[config.mk]
export PLATFORM = sky130hd
export DESIGN_NAME = cnc_result_collector
export DESIGN_NICKNAME = d
export VERILOG_FILES = /design/src/rtl/cnc_pkg.sv /design/src/rtl/cnc_sync_fifo.sv /design/src/rtl/cnc_result_collector.sv
export SDC_FILE = /design/constraint.sdc
export NUM_CORES = 1
export LEC_CHECK = 0
export ABC_CLOCK_PERIOD_IN_PS = 6010
export BUFFER_PORTS_ARGS = -buffer_cell sky130_fd_sc_hd__clkbuf_2
export CORE_AREA = 5 5 150 152
export CTS_BUF_LIST = sky130_fd_sc_hd__clkbuf_8
export DETAILED_ROUTE_END_ITERATION = 12
export DIE_AREA = 0 0 155 157
export GPL_ROUTABILITY_DRIVEN = 0
export PLACE_DENSITY = 0.56
export SKIP_LAST_GASP = 1
export SLEW_MARGIN = 20
export SYNTH_ARGS = -nofsm -noshare
export SYNTH_HDL_FRONTEND = slang
export SYNTH_HIERARCHICAL = 1
export SYNTH_SLANG_ARGS = --single-unit
[constraint.sdc]
create_clock -name clk -period 6.01 [get_ports clk]
set_clock_uncertainty 0.1 [all_clocks]
set_input_delay 0.9015 -clock clk [delete_from_list [all_inputs] [get_ports clk]]
set_output_delay 0.9015 -clock clk [all_outputs]
set_load 0.03 [all_outputs]
[src/rtl/cnc_pkg.sv]
// ----------------------------------------------------------------------------
// cnc_pkg
// Shared definitions for the CNC result path: the CNC output width, the system
// bus width, the saturation rails and the layout of one buffered result word.
// ----------------------------------------------------------------------------
package cnc_pkg;

    localparam int CNC_OUT_W = 17;
    localparam int BUS_W     = 16;

    localparam logic [BUS_W-1:0] SAT_MAX = 16'h7FFF;
    localparam logic [BUS_W-1:0] SAT_MIN = 16'h8000;

    // One buffered result: saturated data, end-of-frame tag, clipped flag.
    typedef struct packed {
        logic [BUS_W-1:0] data;
        logic             last;
        logic             sat;
    } fifo_entry_t;

    localparam int ENTRY_W = $bits(fifo_entry_t);

endpackage

[src/rtl/cnc_sync_fifo.sv]
// ----------------------------------------------------------------------------
// cnc_sync_fifo
// Generic single-clock FIFO with a first-word fall-through head: o_rdata always
// shows the oldest stored entry, so a pop simply advances past it.
//
// Ports
//   clk      in   clock, rising edge
//   rst      in   synchronous active-high reset (empties the FIFO)
//   i_push   in   write request; honoured when not full, or when full and a
//                 pop happens in the same cycle
//   i_wdata  in   WIDTH-bit entry to write
//   i_pop    in   read request; ignored while empty
//   o_rdata  out  head entry (meaningless while o_empty=1)
//   o_full   out  DEPTH entries stored
//   o_empty  out  no entries stored
//   o_count  out  number of stored entries, 0..DEPTH
// ----------------------------------------------------------------------------
module cnc_sync_fifo #(
    parameter  int WIDTH = 18,
    parameter  int DEPTH = 8,
    localparam int AW    = $clog2(DEPTH)
) (
    input  logic             clk,
    input  logic             rst,
    input  logic             i_push,
    input  logic [WIDTH-1:0] i_wdata,
    input  logic             i_pop,
    output logic [WIDTH-1:0] o_rdata,
    output logic             o_full,
    output logic             o_empty,
    output logic [AW:0]      o_count
);

    logic [WIDTH-1:0] r_mem [DEPTH];
    logic [AW-1:0]    r_wr_ptr;
    logic [AW-1:0]    r_rd_ptr;
    logic [AW:0]      r_count;

    logic w_do_push;
    logic w_do_pop;

    assign o_count = r_count;
    assign o_empty = (r_count == '0);
    assign o_full  = (r_count == (AW+1)'(DEPTH));
    assign o_rdata = r_mem[r_rd_ptr];

    assign w_do_pop  = i_pop && !o_empty;
    // When full, the slot being written is the one the pop is vacating: the
    // head is read combinationally before the write lands at the clock edge.
    assign w_do_push = i_push && (!o_full || w_do_pop);

    always_ff @(posedge clk) begin
        if (rst) begin
            r_wr_ptr <= '0;
            r_rd_ptr <= '0;
            r_count  <= '0;
        end else begin
            if (w_do_push) begin
                r_wr_ptr <= r_wr_ptr + AW'(1);
            end
            if (w_do_pop) begin
                r_rd_ptr <= r_rd_ptr + AW'(1);
            end
            case ({w_do_push, w_do_pop})
                2'b10:   r_count <= r_count + (AW+1)'(1);
                2'b01:   r_count <= r_count - (AW+1)'(1);
                default: r_count <= r_count;
            endcase
        end
    end

    // Storage carries no reset; only the pointers and count decide validity.
    always_ff @(posedge clk) begin
        if (w_do_push) begin
            r_mem[r_wr_ptr] <= i_wdata;
        end
    end

endmodule

[src/rtl/cnc_result_collector.sv]
// ----------------------------------------------------------------------------
// cnc_result_collector
// Captures the CNC result stream, splits it into frames (one frame per run of
// consecutive valid cycles), saturates each 17-bit signed result to 16 bits,
// tags the last word of every frame and re-presents the words to the bus
// through a small FIFO with a valid/ready handshake.
//
// Ports
//   clk        in   system clock, rising edge
//   rst        in   synchronous active-high reset
//   in_valid   in   CNC OUT_VALID, sampled every cycle (no backpressure)
//   in_data    in   CNC OUT, IN_W-bit signed
//   out_valid  out  head word available
//   out_ready  in   consumer takes the head word when out_valid && out_ready
//   out_data   out  saturated head word
//   out_last   out  head word closes its frame
//   out_sat    out  head word was clipped
//   overflow   out  sticky: a word was dropped on a full FIFO
//   frame_cnt  out  frames whose last word reached the FIFO (or was dropped)
// ----------------------------------------------------------------------------
module cnc_result_collector
    import cnc_pkg::*;
#(
    parameter int IN_W  = CNC_OUT_W,
    parameter int OUT_W = BUS_W,
    parameter int DEPTH = 8,
    parameter int CNT_W = 8
) (
    input  logic             clk,
    input  logic             rst,
    input  logic             in_valid,
    input  logic [IN_W-1:0]  in_data,
    output logic             out_valid,
    input  logic             out_ready,
    output logic [OUT_W-1:0] out_data,
    output logic             out_last,
    output logic             out_sat,
    output logic             overflow,
    output logic [CNT_W-1:0] frame_cnt
);

    logic                    r_hold_v;
    logic [IN_W-1:0]         r_hold_data;
    logic                    r_overflow;
    logic [CNT_W-1:0]        r_frame_cnt;
    fifo_entry_t             r_shown;

    logic [IN_W-OUT_W:0]     w_top;
    logic                    w_fits;
    fifo_entry_t             w_push_entry;
    fifo_entry_t             w_head;
    fifo_entry_t             w_view;
    logic                    w_push_req;
    logic                    w_pop;
    logic                    w_full;
    logic                    w_empty;
    logic                    w_drop;
    logic [$clog2(DEPTH):0]  w_count;

    // A held word can only be closed once the following cycle shows whether
    // the run continues, hence the one-word hold stage in front of the FIFO.
    assign w_push_req = r_hold_v;

    // The value fits in OUT_W bits when every bit from the OUT_W sign position
    // upward is a copy of the same sign.
    assign w_top  = r_hold_data[IN_W-1:OUT_W-1];
    assign w_fits = (&w_top) | ~(|w_top);

    always_comb begin
        w_push_entry      = '0;
        w_push_entry.last = ~in_valid;
        if (w_fits) begin
            w_push_entry.data = r_hold_data[OUT_W-1:0];
            w_push_entry.sat  = 1'b0;
        end else if (r_hold_data[IN_W-1]) begin
            w_push_entry.data = SAT_MIN;
            w_push_entry.sat  = 1'b1;
        end else begin
            w_push_entry.data = SAT_MAX;
            w_push_entry.sat  = 1'b1;
        end
    end

    assign w_pop  = out_valid && out_ready;
    assign w_drop = w_push_req && w_full && !w_pop;

    cnc_sync_fifo #(
        .WIDTH (ENTRY_W),
        .DEPTH (DEPTH)
    ) u_fifo (
        .clk     (clk),
        .rst     (rst),
        .i_push  (w_push_req),
        .i_wdata (w_push_entry),
        .i_pop   (w_pop),
        .o_rdata (w_head),
        .o_full  (w_full),
        .o_empty (w_empty),
        .o_count (w_count)
    );

    always_ff @(posedge clk) begin
        if (rst) begin
            r_hold_v    <= 1'b0;
            r_hold_data <= '0;
            r_overflow  <= 1'b0;
            r_frame_cnt <= '0;
            r_shown     <= '0;
        end else begin
            r_hold_v <= in_valid;
            if (in_valid) begin
                r_hold_data <= in_data;
            end
            if (w_drop) begin
                r_overflow <= 1'b1;
            end
            // Counted on the push attempt so a dropped frame end still counts.
            if (w_push_req && !in_valid) begin
                r_frame_cnt <= r_frame_cnt + CNT_W'(1);
            end
            // Remember what the bus last saw so the outputs hold when empty.
            if (!w_empty) begin
                r_shown <= w_head;
            end
        end
    end

    assign w_view = w_empty ? r_shown : w_head;

    assign out_valid = (w_count != '0);
    assign out_data  = w_view.data;
    assign out_last  = w_view.last;
    assign out_sat   = w_view.sat;
    assign overflow  = r_overflow;
    assign frame_cnt = r_frame_cnt;

endmodule
After elaboration in Yosys (flattened, before gate mapping)
Memory sizes are Yosys's and may differ from the RTL's. A register that Yosys moved wholly into a read port is not among the register bits. Index checks and enable logic that the tools add are counted.

Output and inout port bits: 28. Memory bits (read-only): 0. Latch bits: 0. Memories kept: 1. Memory bits (writable): 144. Register bits after elaboration: 55.

Memory list: u_fifo.r_mem (words 8, width 18, rd ports 1, clocked after memory_dff 1, write ports 1, line cnc_sync_fifo.sv:34) `logic [WIDTH-1:0] r_mem [DEPTH];`.

Eq/ne operators: 3. Shift-type cells: 0. Magnitude comparators: 0. Reduce and logical (&&, ||, !) cells: 16. Bitwise operators: 3. Div/mod/pow operators: 0. Multiply operators: 0. Add/subtract/negate cells: 5. Multiplexer cells: 9.

Operator list (number): $mux W16 (2); $mux W18 (1); $add A8 B1 Y8 const B (1); $pmux W4 S2 (1); $add A3 B1 Y3 const B (2); $logic_and A1 B1 Y1 (6); $mux W3 (2); $add A4 B1 Y4 const B (1); $eq A4 B4 Y1 const B (1); $logic_not A1 Y1 (4); $logic_not A4 Y1 (1); $reduce_bool A4 Y1 (1); $sub A4 B1 Y4 const B (1); $mux W1 (3); $eq A2 B1 Y1 const B (1); $eq A2 B2 Y1 const B (1); $not A1 Y1 (2); $reduce_and A2 Y1 (1); $reduce_bool A2 Y1 (1); $reduce_or A2 Y1 (1); $logic_or A1 B1 Y1 (1); $or A1 B1 Y1 (1).

Depth between registers and ports, before layout
Depth after elaboration: 7. Depth in mapped cells: 10. Gate-level depth less buffers: 9.

Hierarchy
The synthesis kept the hierarchy.

Modules (own cells, without submodules): cnc_sync_fifo (cells an instance 291, area each 6328.6 um^2, instances 1); cnc_result_collector (cells an instance 185, area each 1894.3 um^2, instances 1).

Worst setup path after synthesis
No wires, ideal clock.

Kind: input-to-reg. Start point: input port out_ready. End point: memory u_fifo.r_mem[0][0] (enable). Required time: 5471 ps. Setup time: 439 ps. Cell stages on the path: 4. Path slack: 2222 ps. Arrival time: 3249 ps. Cell sequence: o41a_1 nand2b_1 o21ai_4 nor4_1.

Word-level cells in the longest chain between the ends: 6.

RTL lines: start: declaration (line cnc_result_collector.sv:34) `input logic out_ready,`; $logic_and A1 B1 Y1 (line cnc_result_collector.sv:84) `assign w_pop = out_valid && out_ready;`; $logic_and A1 B1 Y1 (line cnc_sync_fifo.sv:47) `assign w_do_pop = i_pop && !o_empty;`; $logic_or A1 B1 Y1 (line cnc_sync_fifo.sv:50) `assign w_do_push = i_push && (!o_full || w_do_pop);`; $logic_and A1 B1 Y1 (line cnc_sync_fifo.sv:50); $mux W1 (line cnc_sync_fifo.sv:74) `if (w_do_push) begin`; $mux W1 (not written as such) (line cnc_sync_fifo.sv:75) `r_mem[r_wr_ptr] <= i_wdata;`; end: declaration (line cnc_sync_fifo.sv:34).

Every way passes these cells.

Worst setup path in the final report
Start point: register u_fifo.r_count[1], in the netlist u_fifo/o_count[1]. End point: output port out_data[4].

Word-level cells in the longest chain between the ends: 2.

RTL lines: start: declaration (line cnc_sync_fifo.sv:37) `logic [AW:0] r_count;`; start signal: assignment (line cnc_sync_fifo.sv:65) `2'b10: r_count <= r_count + (AW+1)'(1);`; start signal: assignment (line cnc_sync_fifo.sv:66) `2'b01: r_count <= r_count - (AW+1)'(1);`; start signal: assignment (line cnc_sync_fifo.sv:67) `default: r_count <= r_count;`; $logic_not A4 Y1 (line cnc_sync_fifo.sv:43) `assign o_empty = (r_count == '0);`; named net w_empty (line cnc_result_collector.sv:56) `logic w_empty;`; $mux W18; end: declaration (line cnc_result_collector.sv:35) `output logic [OUT_W-1:0] out_data,`.

The timed path passes the listed nets, and every way through them passes these cells.

==> flow_summary_export.csv <==
group,metric,value,unit
status,outcome,"finished, final reports clean",
setup_path,crit_family,"simple AND/OR/NAND/NOR gates",
timing,fin_crit,3.88,ns
timing,fin_setup_tns,0,ns
timing,fin_crit_sh,0.646,
routing,vias_per_cell,5.11,
power_and_ir_drop,leakagePower,3.50,nW
floorplanning,die_h,157,um
global_route,grt_pass1_wl,25.7,mm
yosys,yosys_warnings,6,
power_and_ir_drop,switching_share,0.266,
yosys,synth_flop_cell,"edfxtp_1",
layout,final_cell_mix,"edfxtp_1 (144), dfxtp_1 (56), clkbuf_2 (48), clkbuf_8 (39)",
yosys,synth.avg_cell_area,17.3,sq um
setup_path,worstPathArrival,2.88,ns
layout,layout_commonest_cell,"edfxtp_1",
setup_path,crit_path_start_kind,"register",
power_and_ir_drop,p_total,3.23,mW
clock_tree,cts_sinks,202,
timing,maxSlewViolCount,0,
power_and_ir_drop,pwr-share-clk,0.342,
power_and_ir_drop,power-per-cell-area,345,nW/um^2
layout,layout.cells.non_filler,847,
routing,drtIter0Drc,232,
global_route,grt_pass1_vias,4644,
layout,syn2layout_area_growth,13.7,%
timing,relSlewSlack,0.382,
timing,fmax,258,MHz
global_route,grt_max_degree,57,
floorplanning,initial_core_util,0.394,
setup_path,cp.depth,5,
routing,antenna_left,0,
clock_tree,clk_pin_slew,0.06,ns
yosys,synth_edf_count,144,
setup_path,slowest_delay,0.54,ns
floorplanning,dieArea,24300,sq um
floorplanning,pin_count,49,
timing,grt_setup_unrepaired,"no",
clock_tree,cts_tree,"yes",
yosys,async_reset_ff_frac,0,
floorplanning,die_width,155,um
yosys,ys_seq_area_frac,0.667,
place,post_dp_cell_area,8720,sq um
timing,finalHoldViolations,0,
clock_tree,cts_setup_buffers,0,
setup_path,cp_max_fo,10,
clock_tree,clock_latency,0.50,ns
power_and_ir_drop,pwr-share-comb,0.157,
yosys,netlist_area,8220,sq um
global_route,grt_usage,0.137,
yosys,ys_ff_latch,202,
layout,stdcell_area,9350,sq um
global_route,antenna_found_initial,0,
clock_tree,htreeDepth,2,
global_route,overflow,0,
setup_path,path_class,"register to output pin",
setup_path,critical_path_required,5.01,ns
clock_tree,cts_hold_buf,0,
setup_path,path_buf_inv,2,
place,io_buffers,48,
layout,drive_gt1_frac,0.273,
flow_run,drv_cap,0,
clock_tree,ctsResizeCount,0,
yosys,synth_area_leaders,"edfxtp_1 (53%), dfxtp_1 (14%), mux4_1 (10%)",
clock_tree,clk_path_buf_depth,3,
timing,setup_viol,0,
power_and_ir_drop,p_seq_frac,0.501,
power_and_ir_drop,ir_worst_vdd,0.142,mV
setup_path,reg2reg_depth,9,
hold_path,holdCritPathClass,"register to register",
routing,wirelength,16.3,mm
routing,wl_per_cell,19.3,um
setup_path,worstPathCellList,"or3_1, nor2_2, buf_4, mux2_2, clkbuf_2",
routing,vias,4329,
yosys,synth.top_cell.area_share,0.526,
routing,dr.pass1.iters,4,
power_and_ir_drop,p_int,2.37,mW
yosys,synth_top_area_cell,"edfxtp_1",
yosys,yosysUniqueCellTypes,47,
yosys,synthesis.nets,505,
setup_path,cp_slowest_cell,"or3_1",
routing,drc,0,
layout,finish.net_count,575,
place,dp_cells,784,
clock_tree,cts_buffers,35,
layout,fin_util,0.448,
floorplanning,row_count,53,
clock_tree,clockRootBuffer,"clkbuf_8",
yosys,postSynthCellCount,476,
setup_path,critPathCaptureType,"output pin",
hold_path,holdPathStages,1,
place,hpwl,9.31,mm
timing,worst_pin_slew,0.927,ns
layout,num_antenna_cells,0,
power_and_ir_drop,netSwitchingPower,859,uW
floorplanning,core-area,20900,sq um
-- final timing paths --
check / from / endpoint / slack, ns
setup / recovery: u_fifo/o_count[1] / out_data[4] / 2.13
hold / removal: overflow / overflow / 0.39
setup reg to reg: u_fifo/o_count[3] / u_fifo/o_count[3] / 3.25
hold reg to reg: overflow / overflow / 0.39
-- stage by stage --
stage / setup slack [ns] / hold WS, ns
final: 2.13 / 0.386
after global routing: 1.91 / 0.422
after CTS: 2.01 / 0.391
after detailed placement: 2.57 / 0.376
after global placement: 2.45 / 0.366
after floorplan: 2.22 / 0.361
-- power groups by stage --
stage / Sequential [mW] / Clock (mW) / Combinational (mW)
CTS: 1.62 / 1.14 / 0.520
detailed placement: 1.64 / 0 / 0.518
global placement: 1.64 / 0 / 0.508
global route: 1.62 / 1.21 / 0.550
finish: 1.61 / 1.10 / 0.507
floorplan: 1.62 / 0 / 0.405
-- area by class of cell --
class | count | area, sq um
Fill cell | 1863 | 11500
Sequential cell | 202 | 5490
Multi-Input combinational cell | 240 | 2540
Clock buffer | 39 | 537
Tap cell | 275 | 344
Timing Repair Buffer | 59 | 323
Clock inverter | 24 | 91.3
Inverter | 8 | 30.0
-- logic make-up after synthesis --
kind of cell	Yosys count	synth area share
flops	202	0.667
buf+inv	34	0.0283
fa+ha+maj	8	0.0131
compound gates	40	0.0368
simple gates	90	0.0571
mux	93	0.188
xor+xnor	9	0.00959
-- flip-flops by register name (all words and copies together), names as in the netlist, named ones only --
signal,count
u_fifo/r_mem,144
r_shown,18
r_hold_data,17
frame_cnt,8
u_fifo/o_count,4
u_fifo/r_rd_ptr,3
u_fifo/r_wr_ptr,3
overflow,1
r_hold_v,1
-- layer usage --
layer | global-route usage | vias up | routed length [um]
met5 | 0 | - | 0
li1 | - | 2000 | -
met1 | 0.174 | 2196 | 7110
met4 | 0.0517 | 0 | 337
met3 | 0.0308 | 30 | 851
met2 | 0.231 | 103 | 8020
-- synth_stat cells (4+ instances only) --
library cell and n:
nand2_1 4, buf_2 5, clkbuf_8 6, xor2_1 4, edfxtp_1 144, ha_1 7, mux4_1 32, mux4_2 4
nor2_1 38, nor3_1 5, buf_6 4, or3_1 4, dfxtp_1 58, clkbuf_1 8, a21oi_1 7, o21ai_0 4
nand2b_1 4, xnor2_1 5, mux2i_1 21, inv_1 8, a21o_1 15, mux2_2 36, nor2b_1 19
Note: power is estimated with default switching activity, not from simulation.
